<file path="src/rtl/video_pattern_source.sv">
// ---------------------------------------------------------------------------
// video_pattern_source
//   AXI4-Stream video master that emits complete frames of a deterministic
//   colour ramp. The first beat of a frame carries tuser (SOF), and the last
//   pixel of each line carries tlast (EOL). A programmable idle gap separates
//   frames. The block serves as an on-chip stimulus source and as a bring-up
//   bypass for the camera input path.
//
// Ports
//   aclk, aresetn          clock; synchronous active-low reset
//   aclken                 clock enable; when low, every register holds
//   enable                 frame request, sampled only at frame boundaries
//   seed_rgb[23:0]         {r,g,b} of the first pixel, sampled at frame start
//   m_axis_video_*         AXI4-Stream master (tdata/tvalid/tready/tuser/tlast)
//   frame_done             one-cycle pulse after the final beat of a frame
//   frame_count[15:0]      number of completed frames, wraps
//
// Handshake: a beat transfers on a rising aclk edge where tvalid, tready and
// aclken are all high. tvalid is a pure register output with no path from
// tready. Once tvalid is raised inside a frame, it stays high until a
// transfer. tdata, tuser and tlast are held stable while the beat waits.
// ---------------------------------------------------------------------------
module video_pattern_source #(
  parameter int FRAME_W      = 1920,
  parameter int FRAME_H      = 1080,
  parameter int DATA_W       = 64,
  parameter int BLANK_CYCLES = 16
) (
  input  logic              aclk,
  input  logic              aresetn,
  input  logic              aclken,
  input  logic              enable,
  input  logic [23:0]       seed_rgb,
  output logic [DATA_W-1:0] m_axis_video_tdata,
  output logic              m_axis_video_tvalid,
  input  logic              m_axis_video_tready,
  output logic              m_axis_video_tuser,
  output logic              m_axis_video_tlast,
  output logic              frame_done,
  output logic [15:0]       frame_count
);

  localparam int XW = $clog2(FRAME_W);
  localparam int YW = (FRAME_H > 1) ? $clog2(FRAME_H) : 1;
  localparam int BW = (BLANK_CYCLES > 1) ? $clog2(BLANK_CYCLES) : 1;

  localparam logic [XW-1:0] X_LAST     = XW'(FRAME_W - 1);
  localparam logic [YW-1:0] Y_LAST     = YW'(FRAME_H - 1);
  localparam logic [BW-1:0] BLANK_LAST = BW'((BLANK_CYCLES > 0) ? BLANK_CYCLES - 1 : 0);

  typedef enum logic [1:0] {
    ST_IDLE   = 2'd0,
    ST_ACTIVE = 2'd1,
    ST_BLANK  = 2'd2
  } state_e;

  state_e              state_q, state_d;
  logic [XW-1:0]       x_q, x_d;
  logic [YW-1:0]       y_q, y_d;
  logic [7:0]          r_q, r_d, g_q, g_d, b_q, b_d;
  logic [BW-1:0]       blank_cnt_q, blank_cnt_d;
  logic [DATA_W-1:0]   tdata_q, tdata_d;
  logic                tvalid_q, tvalid_d;
  logic                tuser_q, tuser_d;
  logic                tlast_q, tlast_d;
  logic                frame_done_q, frame_done_d;
  logic [15:0]         frame_count_q, frame_count_d;
  logic                fire;
  logic                start_frame;

  // aclken gating lives in the register process, so a tready seen while
  // aclken is low never advances anything.
  assign fire = tvalid_q & m_axis_video_tready;

  always_comb begin
    state_d       = state_q;
    x_d           = x_q;
    y_d           = y_q;
    r_d           = r_q;
    g_d           = g_q;
    b_d           = b_q;
    blank_cnt_d   = blank_cnt_q;
    frame_done_d  = 1'b0;
    frame_count_d = frame_count_q;
    start_frame   = 1'b0;

    case (state_q)
      ST_IDLE: begin
        if (enable) start_frame = 1'b1;
      end
      ST_ACTIVE: begin
        if (fire) begin
          r_d = r_q - 8'd1;
          g_d = g_q + 8'd1;
          b_d = b_q - 8'd2;
          if (x_q == X_LAST) begin
            x_d = '0;
            if (y_q == Y_LAST) begin
              y_d           = '0;
              frame_done_d  = 1'b1;
              frame_count_d = frame_count_q + 16'd1;
              if (BLANK_CYCLES > 0) begin
                state_d     = ST_BLANK;
                blank_cnt_d = '0;
              end else if (enable) begin
                start_frame = 1'b1;
              end else begin
                state_d = ST_IDLE;
              end
            end else begin
              y_d = y_q + YW'(1);
            end
          end else begin
            x_d = x_q + XW'(1);
          end
        end
      end
      ST_BLANK: begin
        if (blank_cnt_q == BLANK_LAST) begin
          if (enable) start_frame = 1'b1;
          else        state_d     = ST_IDLE;
        end else begin
          blank_cnt_d = blank_cnt_q + BW'(1);
        end
      end
      default: state_d = ST_IDLE;
    endcase

    // Frame boundaries are the only place the seed and enable take effect.
    if (start_frame) begin
      state_d = ST_ACTIVE;
      x_d     = '0;
      y_d     = '0;
      r_d     = seed_rgb[23:16];
      g_d     = seed_rgb[15:8];
      b_d     = seed_rgb[7:0];
    end

    // Outputs are registered from next-state values. The presented beat then
    // always matches the x/y/colour registers.
    tvalid_d          = (state_d == ST_ACTIVE);
    tuser_d           = tvalid_d && (x_d == '0) && (y_d == '0);
    tlast_d           = tvalid_d && (x_d == X_LAST);
    tdata_d           = '0;
    tdata_d[29:22]    = r_d;
    tdata_d[19:12]    = b_d;
    tdata_d[9:2]      = g_d;
  end

  always_ff @(posedge aclk) begin
    if (!aresetn) begin
      state_q       <= ST_IDLE;
      x_q           <= '0;
      y_q           <= '0;
      r_q           <= '0;
      g_q           <= '0;
      b_q           <= '0;
      blank_cnt_q   <= '0;
      tdata_q       <= '0;
      tvalid_q      <= 1'b0;
      tuser_q       <= 1'b0;
      tlast_q       <= 1'b0;
      frame_done_q  <= 1'b0;
      frame_count_q <= '0;
    end else if (aclken) begin
      state_q       <= state_d;
      x_q           <= x_d;
      y_q           <= y_d;
      r_q           <= r_d;
      g_q           <= g_d;
      b_q           <= b_d;
      blank_cnt_q   <= blank_cnt_d;
      tdata_q       <= tdata_d;
      tvalid_q      <= tvalid_d;
      tuser_q       <= tuser_d;
      tlast_q       <= tlast_d;
      frame_done_q  <= frame_done_d;
      frame_count_q <= frame_count_d;
    end
  end

  assign m_axis_video_tdata  = tdata_q;
  assign m_axis_video_tvalid = tvalid_q;
  assign m_axis_video_tuser  = tuser_q;
  assign m_axis_video_tlast  = tlast_q;
  assign frame_done          = frame_done_q;
  assign frame_count         = frame_count_q;

endmodule

</file>
<file path="config.mk">
export PLATFORM = sky130hd
export DESIGN_NAME = video_pattern_source
export DESIGN_NICKNAME = d
export VERILOG_FILES = /design/src/rtl/video_pattern_source.sv
export SDC_FILE = /design/constraint.sdc
export NUM_CORES = 1
export LEC_CHECK = 0
export CAP_MARGIN = 5
export CORE_MARGIN = 5
export CORE_UTILIZATION = 52
export CTS_BUF_LIST = sky130_fd_sc_hd__clkbuf_8
export CTS_CLUSTER_DIAMETER = 80
export DETAILED_ROUTE_END_ITERATION = 10
export PLACE_DENSITY = 0.84
export SLEW_MARGIN = 10
export SYNTH_ARGS = -nofsm -noshare
export SYNTH_HDL_FRONTEND = slang
export SYNTH_SLANG_ARGS = --single-unit
export TNS_END_PERCENT = 5
</file>
<file path="constraint.sdc">
create_clock -name aclk -period 2.9 [get_ports aclk]
set_input_delay 0.58 -clock aclk [delete_from_list [all_inputs] [get_ports aclk]]
set_output_delay 0.58 -clock aclk [all_outputs]
set_load 0.02 [all_outputs]
</file>
==> results of run 1 <==
tightest hold or removal path, stage by stage, from the launching register on:
cell and delay, ns:
dfxtp_1 0.31, nand2_1 0.05, a21boi_0 0.06
synth_stat cells (4+ instances only):
master / count
or3_1: 5
a22oi_1: 9
nand4_1: 9
a21oi_1: 33
a21boi_0: 18
and4_1: 7
xnor2_1: 16
nand3_1: 19
nor3b_1: 6
o21a_1: 8
nor2_1: 40
nand2_1: 57
xor2_1: 6
o22ai_1: 5
nor4_1: 6
inv_1: 13
ha_1: 7
buf_4: 41
nor3_1: 20
mux2i_1: 4
dfxtp_1: 72
o21ai_0: 44
clkbuf_1: 28
nor2b_1: 26
and3_1: 7
and2_1: 18
sequential cells by signal (all words and copies together) (netlist names), 2 cells and up:
signal / count
blank_cnt_q: 4
g_q: 7
state_q: 2
frame_count: 16
y_q: 11
r_q: 8
m_axis_video_tdata: 2
b_q: 7
x_q: 11
metal layers:
metal	GRT usage (%)	part of all wire (%)
met1	27.3	41
met2	35.5	49
met3	4.84	7.3
met4	8.70	2.1
met5	0	0
final timing paths:
check	to	slack (ns)	depth (start not counted)
max	frame_count[13]	0.17	8
min	m_axis_video_tlast	0.48	2
max reg2reg	frame_count[13]	0.19	8
min reg2reg	m_axis_video_tlast	0.48	2
power by group:
part,total (mW),internal [mW],switching [mW],leakage [nW]
Combinational,0.357,0.143,0.214,1.36
Sequential,1.04,1.01,0.0300,0.584
Clock,1.00,0.583,0.420,0.126
stage by stage:
step | hold slack (ns) | TNS [ns] | std cells | total power, mW
after CTS | 0.480 | 0 | 776 | 2.42
after floorplan | 0.467 | 0 | 631 | 1.32
after global routing | 0.508 | 0 | 776 | 2.49
after detailed placement | 0.469 | -2.08 | 760 | 1.41
after global placement | 0.466 | -0.783 | 760 | 1.40
final | 0.476 | 0 | 776 | 2.40
kinds of logic after synthesis:
group           after synthesis
compound gates              153
xor+xnor                     22
fa+ha+maj                     7
buf+inv                      88
flops                        72
mux                           4
other cells                   1
simple gates                245
final cells by class:
type	count	area, um2	share of cell area (%)
Tap cell	108	135	2.41
Timing Repair Buffer	96	908	16.2
Multi-Input combinational cell	471	2810	50.3
Clock buffer	9	124	2.21
Sequential cell	72	1440	25.7
Inverter	13	48.8	0.872
Clock inverter	7	128	2.28
==> reports/qor.txt, run 1 <==
Buf/Inv on CP: 1
post-CTS setup repair buffer count: 0
Synth area leaders: dfxtp_1, buf_4, o21ai_0
Worst-Margin Slew: 0.682 ns
final setup margin: 0.168 ns
Rel. slew slack: 54.3%
first-pass detailed-route iteration total: 5
Final #Nets: 699
Routed Antenna Nets: 0
clk slew on worst S/H paths: 0.08 ns
Placer Congestion: 0.879
worst slack, placed: -0.170 ns
GRT Total Usage: 21.6%
Crit Path Class: primary input to flop
post-CTS resize count: 0
most frequent cells in the layout: dfxtp_1, clkdlybuf4s50_1, nand2_1, o21ai_0
Die W: 104 um
n_diodes: 0
Period Utilization, post-route: 94.2%
#FFs+latches synth: 72
number of global-route vias before repair: 4214
status: finished, final reports clean
worst-path fanout max: 4
hold_sp: m_axis_video_tlast
pin count of the biggest net entering global routing: 47
CTS H-Tree Depth: 3
f_max: 0.366 GHz
Async S/R FF share, synth: 0%
Crit path top cell by count: or4_4
cts bufs inserted: 9
CP startpoint: m_axis_video_tready
CP required: 3.19 ns
final hold vios: 0
buffers added on ports: 72
Layout fillers: 704
Synth Area in Compound Gates: 21.4%
EDFF count, synth: 0
endpoints failing setup: 0
commonest non-fill, non-tap cell in the layout: dfxtp_1
WL final: 12100 um
CTS Hold Bufs: 0
main combinational cell family by area after synthesis: simple AND/OR/NAND/NOR gates
Syn. warnings: 0
Worst VDD drop: 0.000436 V
simple-gate share of the synthesized area: 29.2%
Clock Tree Buf Depth: 2
Pins Over Slew Limit: 0
CP arrival: 3.02 ns
max-cap check violation count: 0
XOR/XNOR Fraction of Synth Area: 4.19%
mux cell area share after synthesis: 0.871%
Tmin final: 2.73 ns
Yosys top cell by area: dfxtp_1
Synth top area share: 31.4%
Rows: 34
fin area: 5600 um2
Initial DRC Count: 381
vias after detailed routing: 4553
Top Ports: 113
critical path endpoint category: flop
routed length per instance: 15.7 um
PwrDens: 429 nW/um2
cell area after placement: 5340 um2
die area: 10800 um2
Initial Util: 53.0%
Yosys cell types: 65
Seq/Total Area, Yosys: 31.4%
Synth Area per Inst: 7.77 um2
Synth Instances: 592
Min-Delay Path Class: flop to flop
core area: 8680 um2
Final Util: 64.5%
Layout Skew: 0.00982 ns
Worst R2R Start: x_q[0]
CTS tree: done
setup repair after global routing missed its margin: no
grt total ovfl: 0
Area Growth Syn to Fin: 21.8%
number of clock sinks: 72
dominant synthesized flop cell: dfxtp_1
CP top delay family: simple AND/OR/NAND/NOR gates
total leakage power: 2.07 nW
initial antenna violation count: 0
clk_lat worst skew: 0.35 ns
Via density: 5.87
DIE HEIGHT: 104 um
CP cell instances: clkdlybuf4s50_1 -> nand4_2 -> or4_4 -> or4_4 -> nor2_4 -> nand2_2 -> or3_1 -> a21boi_1
layout cells sized above 1: 8.68%
Worst setup SP type: primary input
post-synthesis adder-cell area fraction: 1.91%
crit-path max cell delay: 0.55 ns
first-pass GRT wire length: 19900 um
DRC viols: 0
Crit-path slowest cell: or4_4
Post-Syn Area: 4600 um2
post-detail-place hpwl: 8520 um
Clock Tree Root: clkbuf_8
No activity file was read; power rests on OpenSTA's default activity.
==> run 2, diff against run 1 <==
Settings changed: CTS_CLUSTER_DIAMETER 80 to default.
==> results of run 2 <==
Same layout as run 1: the final DEF is identical, and so are final timing and power.
